$ cat src/rtl/full_adder.sv
// WIDTH-bit ripple-carry adder from 1-bit full-adder cells, with a registered copy of the result.
// Optional signed-overflow output is enabled with `define FULL_ADDER_OVERFLOW_EN.

module full_adder_cell (
  input  logic i_a,
  input  logic i_b,
  input  logic i_c,
  output logic o_s,
  output logic o_c
);

  assign o_s = i_a ^ i_b ^ i_c;
  assign o_c = (i_a & i_b) | (i_a & i_c) | (i_b & i_c);

endmodule

module full_adder #(
  parameter int WIDTH = 1
) (
  output logic [WIDTH-1:0] sum,
  output logic             carry_out,
  input  logic [WIDTH-1:0] a,
  input  logic [WIDTH-1:0] b,
  input  logic             carry_in,
  input  logic             clk,
  input  logic             reset,
  input  logic             en,
  output logic [WIDTH-1:0] sum_q,
  output logic             carry_out_q
`ifdef FULL_ADDER_OVERFLOW_EN
  ,
  output logic             overflow
`endif
);

  logic [WIDTH:0]   w_c;
  logic [WIDTH-1:0] w_s;
  logic [WIDTH-1:0] r_sum_q;
  logic             r_carry_out_q;

  assign w_c[0] = carry_in;

  for (genvar gi = 0; gi < WIDTH; gi++) begin : g_cell
    full_adder_cell u_cell (
      .i_a (a[gi]),
      .i_b (b[gi]),
      .i_c (w_c[gi]),
      .o_s (w_s[gi]),
      .o_c (w_c[gi+1])
    );
  end

  assign sum       = w_s;
  assign carry_out = w_c[WIDTH];

`ifdef FULL_ADDER_OVERFLOW_EN
  // Carry into the sign bit differing from carry out of it marks two's-complement overflow.
  assign overflow = w_c[WIDTH] ^ w_c[WIDTH-1];
`endif

  always_ff @(posedge clk or posedge reset) begin
    if (reset) begin
      r_sum_q       <= '0;
      r_carry_out_q <= 1'b0;
    end else if (en) begin
      r_sum_q       <= w_s;
      r_carry_out_q <= w_c[WIDTH];
    end
  end

  assign sum_q       = r_sum_q;
  assign carry_out_q = r_carry_out_q;

endmodule

$ cat config.mk
export PLATFORM = sky130hd
export DESIGN_NAME = full_adder
export DESIGN_NICKNAME = d
export VERILOG_FILES = /design/src/rtl/full_adder.sv
export SDC_FILE = /design/constraint.sdc
export NUM_CORES = 1
export LEC_CHECK = 0
export ABC_AREA = 1
export CAP_MARGIN = 25
export CORE_AREA = 2 2 39 41
export CTS_CLUSTER_DIAMETER = 120
export DETAILED_ROUTE_END_ITERATION = 16
export DIE_AREA = 0 0 41 43
export SYNTH_ARGS = -nofsm -noshare
export SYNTH_HDL_FRONTEND = slang
export SYNTH_SLANG_ARGS = --single-unit
$ cat constraint.sdc
create_clock -name clk -period 1.2 [get_ports clk]
set_input_delay 0.12 -clock clk [delete_from_list [all_inputs] [get_ports clk]]
set_output_delay 0.12 -clock clk [all_outputs]
set_load 0.1 [all_outputs]
[Yosys cells after proc, flatten, opt, wreduce, memory -nomap -nowiden]
Cells that the tools add are included.
Word-level totals
  register bits after elaboration: 2
  input port bits: 6
  output and inout bits: 4
  word-level logic and storage cells: 9
Operators by class
  bitwise gates (word level): 7
Operators with widths (count)
  1-bit AND: 3
  1-bit OR: 2
  1-bit XOR: 2

[Logic depth before layout (Yosys ltp)]
Gate-level depths: netlist of the first run.
  depth in word-level cells: 3
  mapped depth: 3
  depth with buffers taken out: 3

[Cells and area by module]
From an unflattened synthesis of the first run, not the netlist that was laid out.
Unflattened totals
  cells, all modules: 11
  area total of the unflattened synthesis: 100.1 µm²
Modules (own cells, without submodules)
  full_adder: times used 1, cells an instance 10, area each 80.1 µm², seq. area each 50.0 µm²
  full_adder_cell: times used 1, cells an instance 1, area each 20.0 µm², seq. area each 0.0 µm²

[Worst setup path after synthesis of the first run]
Ideal clock, no wire load.
  path type: input to register
  start point: input port a
  end point: register r_sum_q (netlist: sum_q)
  library setup time: 68 ps
  arrival: 1505 ps
  data required time: 1132 ps
  path slack: -373 ps
  cell stages on the path: 3
  buffers on the path: 0
  cells stage by stage: fa_1 nand2_1 nand2_1
On the way
  word-level cells in the longest chain between the ends: 2
Ends and longest elaborated chain
  start, declared: RTL line 22  | input logic [WIDTH-1:0] a,
  1-bit XOR (2 in a row): RTL line 12  | assign o_s = i_a ^ i_b ^ i_c;
  end signal, assigned: RTL line 66  | r_sum_q <= w_s;
  end, declared: RTL line 38  | logic [WIDTH-1:0] r_sum_q;
Every way passes these cells.
A chain may end at the register's enable or synchronous reset.

[Final worst setup path of the first run]
  start point: input port carry_in
  end point: output port sum
On the way
  word-level cells in the longest chain between the ends: 1
Ends and longest elaborated chain
  start, declared: RTL line 24  | input logic carry_in,
  1-bit XOR: RTL line 12
  end, declared: RTL line 20  | output logic [WIDTH-1:0] sum,
Every way passes these cells.

==> metrics, run 1 <==
sw frac 0.413; combinational power share 0.509; commonest cells in the synthesized netlist nand2_1 (6), dfrtp_1 (2), inv_1 (2); final wirelength 261 um; leading area contributor after synthesis dfrtp_1; static leakage 0.131 nW; Layout area overhead 170%; Clock Skews 0 ns; CP max stage cell fa_2; Yosys top cell area share 0.500; top_reg_cell synth dfrtp_1; Worst Hold Class in2async; filler cell count 156; Max Cap Violations 0; worst slew pin tran approximately 0.13 ns; Syn Nets 18; largest net degree at the start of global routing 4; P_int 0.272 mW; clk sinks 2; simple-gate area share of the yosys netlist 0.225; pre-CTS setup slack -0.274 ns; Initial Util 0.0723; Synth Cell Area 100 um2; PwrDens roughly 1700 mW/mm2; Final GP Congestion 0.497; most frequent cell after synthesis nand2_1; via count around 110; CP max stage delay 0.58 ns; Yosys reg bits 2; YS warnings 0; Total GRT Usage 0.0451; RSZ-0062 raised after global routing no; Netlist cell types 4; H-tree levels 1; post-detailed-route wirelength per cell 6.69 um; startpoint types primary input; nature of the critical path endpoint output port; Hold Violations, Final 0; die area ~0.0018 mm2; mux cell area share after synthesis 0; CORE AREA 0.00138 mm2; sequential share of power 0.185; critical path required time ~1.1 ns; final worst slack 0.0156 ns; crit-path cells clkdlybuf4s15_1 -> fa_2 -> buf_12; Register Area 50.0 um2; critical setup path kind in2out; Slew Limit Fails 0; Worst Path Arrival between 1 and 1.5 ns; Final Critical Period 1.18 ns; synth top area cells dfrtp_1 (50%), nand2_1 (22%), fa_1 (20%); final core occ 0.195; PortBufs 9; CTS buffer count 3; Fmax 844 MHz; later-pin clock latency in the skew report about 0.22 ns; die height 43 um; post-synthesis adder-cell area fraction 0.200; post-route ant nets 0; drt drc 0; TritonCTS clock tree yes; final worst-path cycle share 0.987; # setup viols final 0; share of post-route cells with drive strength above 1 0.391; number of global-route vias before repair 107; CTS root buf clkbuf_4; Antenna diodes 0; cell count after synthesis 11; global route overflow 0; Vias/cell roughly 2.9; Clock power frac 0.306; Iteration-0 DRC Markers 3; Site Rows 14; family with the most delay on the worst path adder cells; io pins 10; status finished, final reports clean; Worst slew margin 0.915; CTS max path bufs 2; Sw Pwr 0.192 mW; Seq/Total Area, Yosys 0.500; maximum vdd drop roughly 0.37 mV; first-pass GRT wire length 414 um; number of enable flip-flop cells after synthesis 0; clock transition at the registers of the reported paths 0.03 ns; largest family of logic cells by synthesized area simple AND/OR/NAND/NOR gates; initial antenna violation count 0; ys async rst share 1.00; Post-CTS Setup Bufs 0; drt first pass iters 2; Synth Area per Inst between 9 and 10 um2; Compound-Gate Fraction of Synth Area 0; crit-path max FO 2; final net count 32; XOR/XNOR Fraction of Synth Area 0; Die Wd 41 um; WP buf/inv 2; area of the multi-input gates 45.0 um2
[timing repair]
item                       4_1_cts  5_1_grt
setup endpoints to repair        2        1
pin swaps                        1        1
hold buffers                     0        0
gates resized for setup          8        0
[path summary, 6_finish.rpt]
check	from	endpoint	slack, ns	depth (start not counted)
max in group asynchronous	reset	sum_q$_DFFE_PP0P_	1.03	2
min	reset	carry_out_q$_DFFE_PP0P_	0.06	2
min in group clk	a	carry_out_q$_DFFE_PP0P_	0.38	4
min reg2reg	sum_q$_DFFE_PP0P_	sum_q$_DFFE_PP0P_	0.54	2
max	carry_in	sum	0.02	3
max reg2reg	carry_out_q$_DFFE_PP0P_	carry_out_q$_DFFE_PP0P_	0.56	2
[placed cells by master (no fill, tap or decap)]
master / n
buf_12: 4
buf_2: 1
clkbuf_4: 3
clkdlybuf4s15_1: 2
clkdlybuf4s50_1: 2
dfrtp_1: 2
fa_2: 1
inv_1: 2
nand2_1: 6
[stage by stage]
stage                     area, um2  std cells  TNS (ns)  power (mW)  hold WS [ns]
after CTS                       270         39         0       0.476        0.0581
final                           270         39         0       0.464        0.0626
after detailed placement        253         36    -0.546       0.327         0.291
after global placement          253         36    -0.523       0.326         0.284
after floorplan                 103         11   -0.0595       0.231        -0.139
after global routing            270         39         0       0.493        0.0764
[power by group through the flow]
stage	Clock, mW	Combinational (mW)	Sequential (mW)
2_1_floorplan	0	0.0850	0.146
3_3_place_gp	0	0.240	0.0866
3_5_place_dp	0	0.241	0.0865
4_1_cts	0.153	0.238	0.0858
5_1_grt	0.163	0.244	0.0861
6_report	0.142	0.236	0.0858
[state kept, by name, indices dropped and copies added, names as in the netlist]
| name | count |
|---|---|
| carry_out_q | 1 |
| sum_q | 1 |
[per-layer routing]
metal / wire length [um] / global-route usage / vias up
li1: - / - / 57
met1: 98 / 0.0353 / 51
met2: 131 / 0.0406 / 4
met3: 32 / 0.0628 / 0
met4: 0 / 0.0600 / 0
met5: 0 / 0 / -
[logic make-up (layout without fill, tap and decap cells)]
family / Yosys count / in the layout
adders and majority gates: 1 / 1
buffers and inverters: 2 / 14
DFF: 2 / 2
and+or+nand+nor: 6 / 6
[cell type report]
class	count	share of cell area
repair buffers	9	0.463
multi-input cells	7	0.167
clock buffers	3	0.0833
inverters	2	0.0278
flip-flops and latches	2	0.185
well taps	16	0.0741
Power figures use the tool's default switching activity.
==> run 2: changes to the inputs <==
--- a/config.mk
+++ b/config.mk
@@ -5,7 +5,6 @@
 export SDC_FILE = /design/constraint.sdc
 export NUM_CORES = 1
 export LEC_CHECK = 0
-export ABC_AREA = 1
 export CAP_MARGIN = 25
 export CORE_AREA = 2 2 39 41
 export CTS_CLUSTER_DIAMETER = 120
@@ -13,4 +12,5 @@
 export DIE_AREA = 0 0 41 43
 export SYNTH_ARGS = -nofsm -noshare
 export SYNTH_HDL_FRONTEND = slang
+export SYNTH_HIERARCHICAL = 1
 export SYNTH_SLANG_ARGS = --single-unit
==> constraint.sdc (replaced) <==
create_clock -name clk -period 1.5 [get_ports clk]
set_input_delay 0.15 -clock clk [delete_from_list [all_inputs] [get_ports clk]]
set_output_delay 0.15 -clock clk [all_outputs]
set_load 0.1 [all_outputs]
==> run 2 against run 1 <==
Synthesized cell count is 45% lower. Die area stayed put. Critical endpoint unchanged. Sequential cell count stayed put. Design area is 0.46% higher. Setup slack better by 0.14 ns. First-iteration DRC count is 100% lower. Wire length is 8.0% higher. Global-route usage is 0.49 points lower. Utilization is 0.090 points higher. Worst hold slack better by 0.015 ns. Register-to-register slack better by 0.16 ns. Sequential power is 16% lower.
==> metrics, run 2 <==
Post-Layout Cell Count 34 (was 39); Worst Hold Class in2async (unchanged); Synth Area per Inst 16.1 um2 (was 9.10 um2); Yosys top cell area share 0.519 (was 0.500); leading area contributor after synthesis dfrtp_1 (unchanged); post-detailed-route wirelength per cell 8.29 um (was 6.69 um); CP max stage cell fa_2 (unchanged); commonest cells in the synthesized netlist dfrtp_1 (2), mux2_2 (2), fa_1 (1), inv_1 (1) (was nand2_1 (6), dfrtp_1 (2), inv_1 (2)); clock transition at the registers of the reported paths 0.03 ns (about the same); final net count 27 (was 32); CP max stage delay 0.61 ns (was 0.58 ns); Vias/cell 2.85 (was 2.87); met1 Track Usage GR 0.0387 (was 0.0353); crit-path cells dlygate4sd2_1 -> fa_2 -> buf_12 (was clkdlybuf4s15_1 -> fa_2 -> buf_12); CTS buffer count 3 (unchanged); via count 97 (was 112); global route overflow 0 (unchanged); Worst Path Arrival 1.19 ns (was 1.06 ns); Hold Violations, Final 0 (unchanged); Yosys reg bits 2 (unchanged); H-tree levels 1 (unchanged); Syn Nets 13 (was 18); status finished, final reports clean (unchanged); Total GRT Usage 0.0402 (was 0.0451); Synth Cell Area 96.3 um2 (was 100 um2); clk sinks 2 (unchanged); final wirelength 282 um (was 261 um); die area 0.00176 mm2 (unchanged); Fmax 745 MHz; PwrDens 1480 mW/mm2 (was 1720 mW/mm2); die height 43 um (unchanged); RSZ-0062 raised after global routing no (unchanged); most frequent cells in the layout buf_12 (4), clkbuf_4 (3) (was nand2_1 (6), buf_12 (4), clkbuf_4 (3)); final worst-path cycle share 0.894; placed cells 31 (was 36); Die Wd 41 um (unchanged); filler cell count 150 (was 156); Max Cap Violations 0 (unchanged); number of global-route vias before repair 106 (was 107); CORE AREA 0.00138 mm2 (unchanged); met3 usage in global routing 0.0314 (was 0.0628); Slew Limit Fails 0 (unchanged); R2R Setup Slk 0.72 ns (was 0.56 ns); Layout area overhead 182% (was 170%); Final Critical Period roughly 1.3 ns; YS warnings 6 (was 0); number of enable flip-flop cells after synthesis 0 (unchanged); gr busiest metal met4 (was met3); share of post-route cells with drive strength above 1 0.556 (was 0.391); largest net degree at the start of global routing 3 (was 4); drt drc 0 (unchanged); Site Rows 14 (unchanged); Register Area 50.0 um2 (unchanged); grt met2 use 0.0406 (unchanged); io pins 10 (unchanged); first-pass GRT wire length 365 um (was 414 um); PortBufs 9 (unchanged); most common cell after layout, fill and taps aside buf_12 (was nand2_1); final core occ 0.196 (was 0.195); ys async rst share 1.00 (unchanged); critical setup path kind in2out (unchanged); cell count after synthesis 6 (was 11); critical path required time 1.35 ns (was 1.08 ns); Initial Util 0.0696 (was 0.0723); Netlist cell types 4 (unchanged); top_reg_cell synth dfrtp_1 (unchanged); CTS max path bufs 2 (unchanged); hold buffers post-CTS 0 (unchanged); synth top area cells dfrtp_1 (52%), mux2_2 (23%), fa_1 (21%) (was dfrtp_1 (50%), nand2_1 (22%), fa_1 (20%)); later-pin clock latency in the skew report 0.22 ns (about the same); post-route ant nets 0 (unchanged); Final Power 0.401 mW (was 0.464 mW); Min Hold Slack 0.0772 ns (was 0.0626 ns); initial antenna violation count 0 (unchanged); Iteration-0 DRC Markers 0 (was 3); Clock Skews 0 ns (unchanged); # setup viols final 0 (unchanged); Antenna diodes 0 (unchanged); worst slew pin tran 0.119 ns (was 0.127 ns); area of the multi-input gates 45.0 um2 (unchanged); static leakage 0.126 nW (was 0.131 nW); Final GP Congestion 0.520 (was 0.497); nature of the critical path endpoint output port (unchanged); Worst slew margin 0.921 (was 0.915); drt first pass iters 1 (was 2); startpoint types primary input (unchanged); CTS root buf clkbuf_4 (unchanged); TritonCTS clock tree yes (unchanged); Seq/Total Area, Yosys 0.519 (was 0.500); crit-path max FO 2 (unchanged); maximum vdd drop 0.352 mV (was 0.370 mV)
## run 2: area by class of cell
class                           instances  area share
Clock buffer                            3      0.0829
Inverter                                1      0.0138
Multi-Input combinational cell          3       0.166
Sequential cell                         2       0.184
Tap cell                               16      0.0737
Timing Repair Buffer                    9       0.479
## run 2: worst paths after layout
kind / from / endpoint / cells past startpoint
max: carry_in / sum / 3
min: reset / sum_q$_DFFE_PP0P_ / 2
max reg2reg: sum_q$_DFFE_PP0P_ / sum_q$_DFFE_PP0P_ / 1
min reg2reg: carry_out_q$_DFFE_PP0P_ / carry_out_q$_DFFE_PP0P_ / 1
max in group asynchronous: reset / carry_out_q$_DFFE_PP0P_ / 2
min in group clk: a / sum_q$_DFFE_PP0P_ / 3
## run 2: routing by layer
| layer | vias up | wire length, um |
|---|---|---|
| met4 | 0 | 0 |
| met5 | - | 0 |
| met2 | 10 | 114 |
| li1 | 44 | - |
| met3 | 0 | 80 |
| met1 | 43 | 87 |
## run 2: critical path: cells and delay by family
family,cells,cell delay (ns)
adder cells (fa/ha/maj),1,0.61
buffers and inverters,2,0.43
## run 2: power breakdown
| part | internal [mW] | switching [mW] | leakage (nW) |
|---|---|---|---|
| Sequential | 0.0633 | 0.00848 | 0.0234 |
| Combinational | 0.0798 | 0.133 | 0.0886 |
| Clock | 0.0881 | 0.0287 | 0.0138 |
| Total | 0.231 | 0.170 | 0.126 |
## run 2: cell families after synthesis
logic type  Yosys count  synth area share
mux                   2             0.234
flops                 2             0.520
buf+inv               1            0.0389
fa+ha+maj             1             0.208
## run 2: what timing repair did
action,4_1_cts,5_1_grt
gates resized for setup,2,1
gates cloned,0,0
pin swaps,1,1
endpoints found under the setup margin,1,1
hold endpoints to repair,0,0
setup buffers,0,0
## run 2: through the flow
step	worst slack (ns)	setup TNS [ns]	cell area, um2
2_1_floorplan	0.122	0	98.8
3_3_place_gp	-0.0504	-0.0781	249
3_5_place_dp	-0.0595	-0.102	249
4_1_cts	0.00589	0	269
5_1_grt	0.132	0	272
6_report	0.158	0	272
==> run 3: changes to the inputs <==
--- a/config.mk
+++ b/config.mk
@@ -5,11 +5,12 @@
 export SDC_FILE = /design/constraint.sdc
 export NUM_CORES = 1
 export LEC_CHECK = 0
-export CAP_MARGIN = 25
+export CAP_MARGIN = 30
 export CORE_AREA = 2 2 39 41
 export CTS_CLUSTER_DIAMETER = 120
 export DETAILED_ROUTE_END_ITERATION = 16
 export DIE_AREA = 0 0 41 43
+export SLEW_MARGIN = 25
 export SYNTH_ARGS = -nofsm -noshare
 export SYNTH_HDL_FRONTEND = slang
 export SYNTH_HIERARCHICAL = 1
==> results of run 3 <==
Same layout as run 2: the final DEF is identical, and so are final timing and power.
